File: src/rtl/window_scan_controller_pkg.sv
// Shared definitions for the window scan controller: FSM state encoding,
// default geometry and the helper that derives the last valid window origin.
package window_scan_controller_pkg;

  typedef enum logic [2:0] {
    S_IDLE,
    S_REQ,
    S_WAIT_RDY,
    S_FILT,
    S_ADV,
    S_GAP,
    S_DONE
  } scan_state_t;

  localparam int DEF_WINDOW_SIZE = 3;
  localparam int DEF_BUS_WIDTH   = 32;
  localparam int DEF_IMG_WIDTH   = 512;
  localparam int DEF_IMG_HEIGHT  = 512;
  localparam int DEF_TIMEOUT     = 4096;

  // Largest top-left coordinate at which a full window still fits (no padding).
  function automatic int last_origin(input int img_extent, input int win_size);
    return img_extent - win_size;
  endfunction

endpackage

File: src/rtl/window_scan_controller_if.sv
// Handshake bundle between the scan controller (master) and the
// top-level control plus reader/filter pair (slave side).
interface window_scan_controller_if
  import window_scan_controller_pkg::*;
#(
  parameter int BUS_WIDTH = DEF_BUS_WIDTH
);

  logic                 Scan_Start;
  logic                 Scan_Abort;
  logic [BUS_WIDTH-1:0] Scan_Rstrt;
  logic [BUS_WIDTH-1:0] Scan_Cstrt;
  logic                 Scan_WinEn;
  logic                 Scan_WinRDY;
  logic                 Scan_FiltStrt;
  logic                 Scan_FiltDone;
  logic [BUS_WIDTH-1:0] Scan_OutAddr;
  logic                 Scan_Busy;
  logic                 Scan_Done;
  logic                 Scan_Err;

  modport master (
    input  Scan_Start,
    input  Scan_Abort,
    input  Scan_WinRDY,
    input  Scan_FiltDone,
    output Scan_Rstrt,
    output Scan_Cstrt,
    output Scan_WinEn,
    output Scan_FiltStrt,
    output Scan_OutAddr,
    output Scan_Busy,
    output Scan_Done,
    output Scan_Err
  );

  modport slave (
    output Scan_Start,
    output Scan_Abort,
    output Scan_WinRDY,
    output Scan_FiltDone,
    input  Scan_Rstrt,
    input  Scan_Cstrt,
    input  Scan_WinEn,
    input  Scan_FiltStrt,
    input  Scan_OutAddr,
    input  Scan_Busy,
    input  Scan_Done,
    input  Scan_Err
  );

endinterface

File: src/rtl/window_scan_controller_pos_counter.sv
// Raster-order row/col counter over valid window origins, with a flag
// marking the final (bottom-right) origin.
module window_scan_controller_pos_counter
  import window_scan_controller_pkg::*;
#(
  parameter int BUS_WIDTH = DEF_BUS_WIDTH,
  parameter int LAST_ROW  = 0,
  parameter int LAST_COL  = 0
) (
  input  logic                 clk,
  input  logic                 rst,
  input  logic                 clear,
  input  logic                 advance,
  output logic [BUS_WIDTH-1:0] row,
  output logic [BUS_WIDTH-1:0] col,
  output logic                 last
);

  logic row_at_end;
  logic col_at_end;

  assign row_at_end = (row == BUS_WIDTH'(LAST_ROW));
  assign col_at_end = (col == BUS_WIDTH'(LAST_COL));
  assign last       = row_at_end && col_at_end;

  // Column wraps into the next row; the row wraps too so a stray advance
  // after the last origin can never leave the valid range.
  always_ff @(posedge clk) begin
    if (rst || clear) begin
      row <= '0;
      col <= '0;
    end else if (advance) begin
      if (col_at_end) begin
        col <= '0;
        row <= row_at_end ? '0 : row + 1'b1;
      end else begin
        col <= col + 1'b1;
      end
    end
  end

endmodule

File: src/rtl/window_scan_controller.sv
// Walks a WINDOW_SIZE square window over every valid image position in raster
// order, handshaking with the window reader and the median filter per window.
module window_scan_controller
  import window_scan_controller_pkg::*;
#(
  parameter int WINDOW_SIZE = DEF_WINDOW_SIZE,
  parameter int BUS_WIDTH   = DEF_BUS_WIDTH,
  parameter int IMG_WIDTH   = DEF_IMG_WIDTH,
  parameter int IMG_HEIGHT  = DEF_IMG_HEIGHT,
  parameter int TIMEOUT     = DEF_TIMEOUT
) (
  input  logic                      Scan_Clk,
  input  logic                      Scan_Rset,
  window_scan_controller_if.master  scan
);

  localparam int LAST_ROW = last_origin(IMG_HEIGHT, WINDOW_SIZE);
  localparam int LAST_COL = last_origin(IMG_WIDTH, WINDOW_SIZE);
  localparam int HALF     = WINDOW_SIZE / 2;
  localparam int WD_W     = $clog2(TIMEOUT) + 1;

  if (IMG_WIDTH < WINDOW_SIZE || IMG_HEIGHT < WINDOW_SIZE) begin : g_bad_image
    $error("window_scan_controller: image smaller than the scan window");
  end
  if (WINDOW_SIZE < 3 || (WINDOW_SIZE % 2) == 0) begin : g_bad_window
    $error("window_scan_controller: WINDOW_SIZE must be odd and at least 3");
  end

  scan_state_t          state;
  logic [WD_W-1:0]      wd;
  logic                 wd_expired;
  logic [BUS_WIDTH-1:0] row;
  logic [BUS_WIDTH-1:0] col;
  logic                 last_pos;
  logic                 pos_clear;
  logic                 pos_advance;
  logic [BUS_WIDTH-1:0] center_addr;

  assign wd_expired  = (wd == WD_W'(TIMEOUT - 1));
  assign pos_clear   = (state == S_IDLE) && scan.Scan_Start && !scan.Scan_Abort;
  assign pos_advance = (state == S_ADV) && !scan.Scan_Abort;

  // Centre pixel of the window, wrapped to the bus width like the memory address.
  assign center_addr = (row + BUS_WIDTH'(HALF)) * BUS_WIDTH'(IMG_WIDTH)
                     + (col + BUS_WIDTH'(HALF));

  window_scan_controller_pos_counter #(
    .BUS_WIDTH (BUS_WIDTH),
    .LAST_ROW  (LAST_ROW),
    .LAST_COL  (LAST_COL)
  ) u_pos (
    .clk     (Scan_Clk),
    .rst     (Scan_Rset),
    .clear   (pos_clear),
    .advance (pos_advance),
    .row     (row),
    .col     (col),
    .last    (last_pos)
  );

  always_ff @(posedge Scan_Clk) begin
    if (Scan_Rset) begin
      state              <= S_IDLE;
      wd                 <= '0;
      scan.Scan_Rstrt    <= '0;
      scan.Scan_Cstrt    <= '0;
      scan.Scan_OutAddr  <= '0;
      scan.Scan_WinEn    <= 1'b0;
      scan.Scan_FiltStrt <= 1'b0;
      scan.Scan_Busy     <= 1'b0;
      scan.Scan_Done     <= 1'b0;
      scan.Scan_Err      <= 1'b0;
    end else begin
      scan.Scan_FiltStrt <= 1'b0;
      scan.Scan_Done     <= 1'b0;
      // Abort outranks every handshake input and leaves the error flag alone.
      if (state != S_IDLE && scan.Scan_Abort) begin
        state           <= S_IDLE;
        wd              <= '0;
        scan.Scan_WinEn <= 1'b0;
        scan.Scan_Busy  <= 1'b0;
      end else begin
        unique case (state)
          S_IDLE: begin
            if (scan.Scan_Start && !scan.Scan_Abort) begin
              state           <= S_REQ;
              wd              <= '0;
              scan.Scan_Rstrt <= '0;
              scan.Scan_Cstrt <= '0;
              scan.Scan_Busy  <= 1'b1;
              scan.Scan_Err   <= 1'b0;
            end
          end
          S_REQ: begin
            state             <= S_WAIT_RDY;
            wd                <= '0;
            scan.Scan_Rstrt   <= row;
            scan.Scan_Cstrt   <= col;
            scan.Scan_OutAddr <= center_addr;
            scan.Scan_WinEn   <= 1'b1;
          end
          S_WAIT_RDY: begin
            if (scan.Scan_WinRDY) begin
              state              <= S_FILT;
              wd                 <= '0;
              scan.Scan_FiltStrt <= 1'b1;
            end else if (wd_expired) begin
              state           <= S_IDLE;
              wd              <= '0;
              scan.Scan_WinEn <= 1'b0;
              scan.Scan_Busy  <= 1'b0;
              scan.Scan_Err   <= 1'b1;
            end else begin
              wd <= wd + 1'b1;
            end
          end
          S_FILT: begin
            if (scan.Scan_FiltDone) begin
              state           <= S_ADV;
              wd              <= '0;
              scan.Scan_WinEn <= 1'b0;
            end else if (wd_expired) begin
              state           <= S_IDLE;
              wd              <= '0;
              scan.Scan_WinEn <= 1'b0;
              scan.Scan_Busy  <= 1'b0;
              scan.Scan_Err   <= 1'b1;
            end else begin
              wd <= wd + 1'b1;
            end
          end
          S_ADV: begin
            wd <= '0;
            if (last_pos) begin
              state          <= S_DONE;
              scan.Scan_Done <= 1'b1;
            end else begin
              state <= S_GAP;
            end
          end
          S_GAP: begin
            state <= S_REQ;
            wd    <= '0;
          end
          S_DONE: begin
            state          <= S_IDLE;
            wd             <= '0;
            scan.Scan_Busy <= 1'b0;
          end
          default: begin
            state           <= S_IDLE;
            wd              <= '0;
            scan.Scan_WinEn <= 1'b0;
            scan.Scan_Busy  <= 1'b0;
          end
        endcase
      end
    end
  end

endmodule

File: src/flat_wrapper.sv
// flat-port wrapper written by rule: the top's interface ports become plain ports
module window_scan_controller_flat import window_scan_controller_pkg::*;
#(
  parameter int WINDOW_SIZE = DEF_WINDOW_SIZE,
  parameter int BUS_WIDTH   = DEF_BUS_WIDTH,
  parameter int IMG_WIDTH   = DEF_IMG_WIDTH,
  parameter int IMG_HEIGHT  = DEF_IMG_HEIGHT,
  parameter int TIMEOUT     = DEF_TIMEOUT
)
  (Scan_Clk, Scan_Rset, scan_Scan_Start, scan_Scan_Abort, scan_Scan_WinRDY, scan_Scan_FiltDone, scan_Scan_Rstrt, scan_Scan_Cstrt, scan_Scan_WinEn, scan_Scan_FiltStrt, scan_Scan_OutAddr, scan_Scan_Busy, scan_Scan_Done, scan_Scan_Err);
  window_scan_controller_if #(.BUS_WIDTH(BUS_WIDTH)) scan_i ();
  input  logic Scan_Clk;
  input  logic Scan_Rset;
  input wire logic [$bits(scan_i.Scan_Start)-1:0] scan_Scan_Start;
  input wire logic [$bits(scan_i.Scan_Abort)-1:0] scan_Scan_Abort;
  input wire logic [$bits(scan_i.Scan_WinRDY)-1:0] scan_Scan_WinRDY;
  input wire logic [$bits(scan_i.Scan_FiltDone)-1:0] scan_Scan_FiltDone;
  output wire logic [$bits(scan_i.Scan_Rstrt)-1:0] scan_Scan_Rstrt;
  output wire logic [$bits(scan_i.Scan_Cstrt)-1:0] scan_Scan_Cstrt;
  output wire logic [$bits(scan_i.Scan_WinEn)-1:0] scan_Scan_WinEn;
  output wire logic [$bits(scan_i.Scan_FiltStrt)-1:0] scan_Scan_FiltStrt;
  output wire logic [$bits(scan_i.Scan_OutAddr)-1:0] scan_Scan_OutAddr;
  output wire logic [$bits(scan_i.Scan_Busy)-1:0] scan_Scan_Busy;
  output wire logic [$bits(scan_i.Scan_Done)-1:0] scan_Scan_Done;
  output wire logic [$bits(scan_i.Scan_Err)-1:0] scan_Scan_Err;
  assign scan_i.Scan_Start = scan_Scan_Start;
  assign scan_i.Scan_Abort = scan_Scan_Abort;
  assign scan_i.Scan_WinRDY = scan_Scan_WinRDY;
  assign scan_i.Scan_FiltDone = scan_Scan_FiltDone;
  assign scan_Scan_Rstrt = scan_i.Scan_Rstrt;
  assign scan_Scan_Cstrt = scan_i.Scan_Cstrt;
  assign scan_Scan_WinEn = scan_i.Scan_WinEn;
  assign scan_Scan_FiltStrt = scan_i.Scan_FiltStrt;
  assign scan_Scan_OutAddr = scan_i.Scan_OutAddr;
  assign scan_Scan_Busy = scan_i.Scan_Busy;
  assign scan_Scan_Done = scan_i.Scan_Done;
  assign scan_Scan_Err = scan_i.Scan_Err;
  window_scan_controller #(.WINDOW_SIZE(WINDOW_SIZE), .BUS_WIDTH(BUS_WIDTH), .IMG_WIDTH(IMG_WIDTH), .IMG_HEIGHT(IMG_HEIGHT), .TIMEOUT(TIMEOUT)) u_core (.Scan_Clk(Scan_Clk), .Scan_Rset(Scan_Rset), .scan(scan_i));
endmodule
File: config.mk
export PLATFORM = sky130hd
export DESIGN_NAME = window_scan_controller_flat
export DESIGN_NICKNAME = d
export VERILOG_FILES = /design/src/rtl/window_scan_controller_pkg.sv /design/src/rtl/window_scan_controller_if.sv /design/src/rtl/window_scan_controller_pos_counter.sv /design/src/rtl/window_scan_controller.sv /design/src/flat_wrapper.sv
export SDC_FILE = /design/constraint.sdc
export NUM_CORES = 1
export LEC_CHECK = 0
export BUFFER_PORTS_ARGS = -buffer_cell sky130_fd_sc_hd__buf_2
export CORE_MARGIN = 2
export CORE_UTILIZATION = 45
export DETAILED_ROUTE_END_ITERATION = 12
export HOLD_SLACK_MARGIN = 0.02
export PLACE_DENSITY_LB_ADDON = 0.3
export SLEW_MARGIN = 0
export SYNTH_ARGS = -nofsm -noshare
export SYNTH_HDL_FRONTEND = slang
export SYNTH_SLANG_ARGS = --single-unit
export TNS_END_PERCENT = 1
File: constraint.sdc
create_clock -name Scan_Clk -period 3.96 [get_ports Scan_Clk]
set_input_delay 0.396 -clock Scan_Clk [delete_from_list [all_inputs] [get_ports Scan_Clk]]
set_output_delay 0.396 -clock Scan_Clk [all_outputs]
set_load 0.02 [all_outputs]
==> flow_metrics.env <==
export IMPL_status="complete, no violations"
export IMPL_antenna_left=0
export IMPL_overflow=0
export IMPL_cp_end_kind="register"
export IMPL_cts_buffer_depth=2
export IMPL_numCtsBuffers=17
export IMPL_fin_cells=1570
export IMPL_holdPathStages=3
export IMPL_critical_path_class="register to register"
export IMPL_met1_usage=0.321
export IMPL_whs_ns=0.272
export IMPL_dieHeight_um=148
export IMPL_vias_per_cell=5.60
export IMPL_start_kind="register"
export IMPL_reg2reg_to="u_core.scan.Scan_OutAddr[27]"
export IMPL_diodes=0
export IMPL_gr_max_usage_layer="met2"
export IMPL_synth_area_um2=9350
export IMPL_avgSynthCellArea_um2=7.63
export IMPL_hpwl_um=17500
export IMPL_vias=8793
export IMPL_grt_use_met3=0.0396
export IMPL_hold_class="primary input to register"
export IMPL_root_buffer="clkbuf_16"
export IMPL_routed_wl_um=24800
export IMPL_grt_pass1_vias=7799
export IMPL_fmax_ghz=0.266
export IMPL_synth_compound_area_frac=0.161
export IMPL_antenna_found_initial=0
export IMPL_yosysWarningCount=0
export IMPL_synthFlopType="dfxtp_1"
export IMPL_gp_congestion=0.892
export IMPL_maxCapViolations=0
export IMPL_hold_viol=0
export IMPL_mappedNetlistNets=1260
export IMPL_synth_top_family_by_area="simple AND/OR/NAND/NOR gates"
export IMPL_htreeDepth=4
export IMPL_slew_limit_headroom=0.477
export IMPL_cts_num_sinks=181
export IMPL_yosys_area_share_simple=0.287
export IMPL_skew_ns=0.0108
export IMPL_p_leak_nw=4.22
export IMPL_cts_reportedPaths_clkPinSlew_ns=0.07
export IMPL_globalRouteTotalUtil=0.224
export IMPL_place_inst=1538
export IMPL_num_rows=52
export IMPL_die_x_um=148
export IMPL_start_util=0.461
export IMPL_layout_min_cycle_time_ns=3.75
export IMPL_coreArea_um2=20300
export IMPL_regToRegStartpoint="u_core.u_pos.col[11]"
export IMPL_slew_viol_final=0
export IMPL_worstSkewPairLatency_ns=0.44
export IMPL_design_die_area_um2=21900
export IMPL_placed_cell_area_um2=10100
export IMPL_yosysSeqAreaShare=0.387
export IMPL_async_flop_share=0
export IMPL_setup_viol=0
export IMPL_synth_edff_count=0
export IMPL_grt_pass1_wl_um=40000
export IMPL_rrSetupSlack_ns=0.21
export IMPL_required_ns=4.32
export IMPL_arrival_ns=4.11
export IMPL_syn_inst=1226
export IMPL_final_nets=1322
export IMPL_critPathMaxFanout=9
export IMPL_port_buffers=106
export IMPL_ios=107
export IMPL_synth_fa_ha_area_frac=0.0383
export IMPL_area_growth_pct=14.4
export IMPL_grt_max_degree=66
export IMPL_drive_above_1_share=0.141
export IMPL_whs_endpoint="u_core.scan.Scan_FiltStrt"
export IMPL_ys_ff_latch=181
export IMPL_worst_slew_pin_slew_ns=0.784
export IMPL_yosys_mux_area_fraction=0.00214
export IMPL_post_drt_wl_per_cell_um=15.8
export IMPL_hp_start="scan_Scan_WinRDY"
export IMPL_cts_tree="built"
export IMPL_dr_pass1_iters=5
export IMPL_power_density_nw_per_um2=395
export IMPL_synthDistinctLibCells=54
export IMPL_finalCritPeriodShare=0.948
export IMPL_peakVddDrop_mv=0.293
export IMPL_synthXorXnorAreaFrac=0.0815
export IMPL_rr_worst_depth=16
export IMPL_fin_area_um2=10700
export IMPL_drtIter0Drc=625
export IMPL_drc_errors=0
export IMPL_met2_usage=0.343
[area by class of cell]
class	instances	area (um2)
tap	270	338
sequential	181	3630
fill	2039	9600
timing repair buffer	135	748
clock buffer	18	429
multi-input combinational	941	5360
inverter	12	45.0
clock inverter	13	145
[critical path, stage by stage, from the launching register on]
cell      delay (ns)
dfxtp_1         0.50
and4_1          0.26
and3_1          0.26
nor2b_1         0.20
nand3_1         0.17
nor2_1          0.25
xor2_1          0.26
ha_2            0.37
nand2_1         0.08
o21ai_0         0.12
nor4_1          0.20
nor3_1          0.11
a211oi_2        0.32
buf_4           0.18
xnor2_1         0.12
nand2_1         0.09
a21oi_1         0.19
[cells by family after synthesis]
kind of cell,Yosys count
buf+inv,104
fa+ha+maj,28
compound gates,267
flops,181
mux,2
xor+xnor,87
simple gates,557
[sequential cells by signal (all words and copies together), names as in the netlist]
register and flops:
u_core.u_pos.row 32, u_core.scan.Scan_OutAddr 32, u_core.scan.Scan_WinEn 1, u_core.scan.Scan_Busy 1, u_core.wd 13, u_core.scan.Scan_Rstrt 32
u_core.scan.Scan_Cstrt 32, u_core.scan.Scan_Done 1, u_core.scan.Scan_FiltStrt 1, u_core.state 3, u_core.u_pos.col 32, u_core.scan.Scan_Err 1
[worst max path at each step]
stage	startpoint	depth (start not counted)	endpoint
finish	u_core.u_pos.col[11]	16	u_core.scan.Scan_OutAddr[27]
global placement	u_core.u_pos.row[2]	13	u_core.scan.Scan_OutAddr[31]
global route	u_core.u_pos.col[11]	16	u_core.scan.Scan_OutAddr[27]
floorplan	u_core.u_pos.col[0]	17	u_core.scan.Scan_OutAddr[29]
CTS	u_core.u_pos.col[10]	15	u_core.scan.Scan_OutAddr[31]
detailed placement	u_core.u_pos.col[10]	15	u_core.scan.Scan_OutAddr[31]
[power breakdown]
part           switching, mW  internal [mW]  leakage [nW]
combinational          0.454          0.147          2.49
sequential            0.0593           1.87          1.46
clock                  0.755          0.935         0.274
[metal layers]
metal  share of wire  vias up
li1                -     4400
met1            0.48     4157
met2            0.45      203
met3           0.044       33
met4           0.018        0
met5               0        -
[synthesized netlist by cell type (all sizes together) (17+ instances only)]
cell    count  area (um2)
dfxtp     181        3620
nand2     172         646
a21oi     148         741
nor2      114         428
nand3     108         546
clkbuf     83         312
o21ai      53         265
xnor2      48         420
xor2       39         342
nor3       35         196
ha         27         338
and3       20         125
nor4       19         125
or3        17         106
[through the flow]
stage / worst slack (ns) / utilization / power, mW / TNS (ns)
2_1_floorplan: 0.329 / - / 2.41 / 0
3_3_place_gp: 0.310 / 0.498 / 2.57 / 0
3_5_place_dp: 0.165 / 0.498 / 2.57 / 0
4_1_cts: 0.127 / 0.526 / 4.26 / 0
5_1_grt: -0.000190 / 0.527 / 4.40 / -0.000190
6_report: 0.207 / 0.527 / 4.22 / 0
[cells in the final DEF, fill, tap and decap left out, types with 3 or more instances in the layout]
cell type,Yosys,layout
a22oi_1,7,7
clkbuf_16,0,17
inv_1,11,11
nor3_2,2,4
nor3b_1,5,5
xnor2_1,48,48
o21ai_0,51,51
nand2b_1,11,10
and4_1,9,9
nor3_1,32,30
nor4_2,1,3
buf_2,6,106
nand4_1,16,16
a21oi_1,148,148
inv_6,0,5
a31oi_1,7,7
o21bai_1,4,4
nand2_1,172,172
nand3_1,107,107
and2_1,7,8
ha_1,27,26
a21o_1,14,14
xor2_1,39,39
dfxtp_1,181,179
nor4_1,18,16
nand3b_1,10,10
buf_4,0,29
and3_1,20,20
nor2_1,114,114
or3_1,17,17
a211oi_1,16,15
a22o_1,7,7
clkinvlp_4,0,3
nor4b_1,3,3
[what timing repair did]
action / in CTS / in global routing
hold buffers: 0 / 0
buffers inserted: 0 / 1
setup endpoints to repair: 0 / 4
hold endpoints to repair: 0 / 0
resized for setup: 0 / 5
No activity file was read; power rests on OpenSTA's default activity.
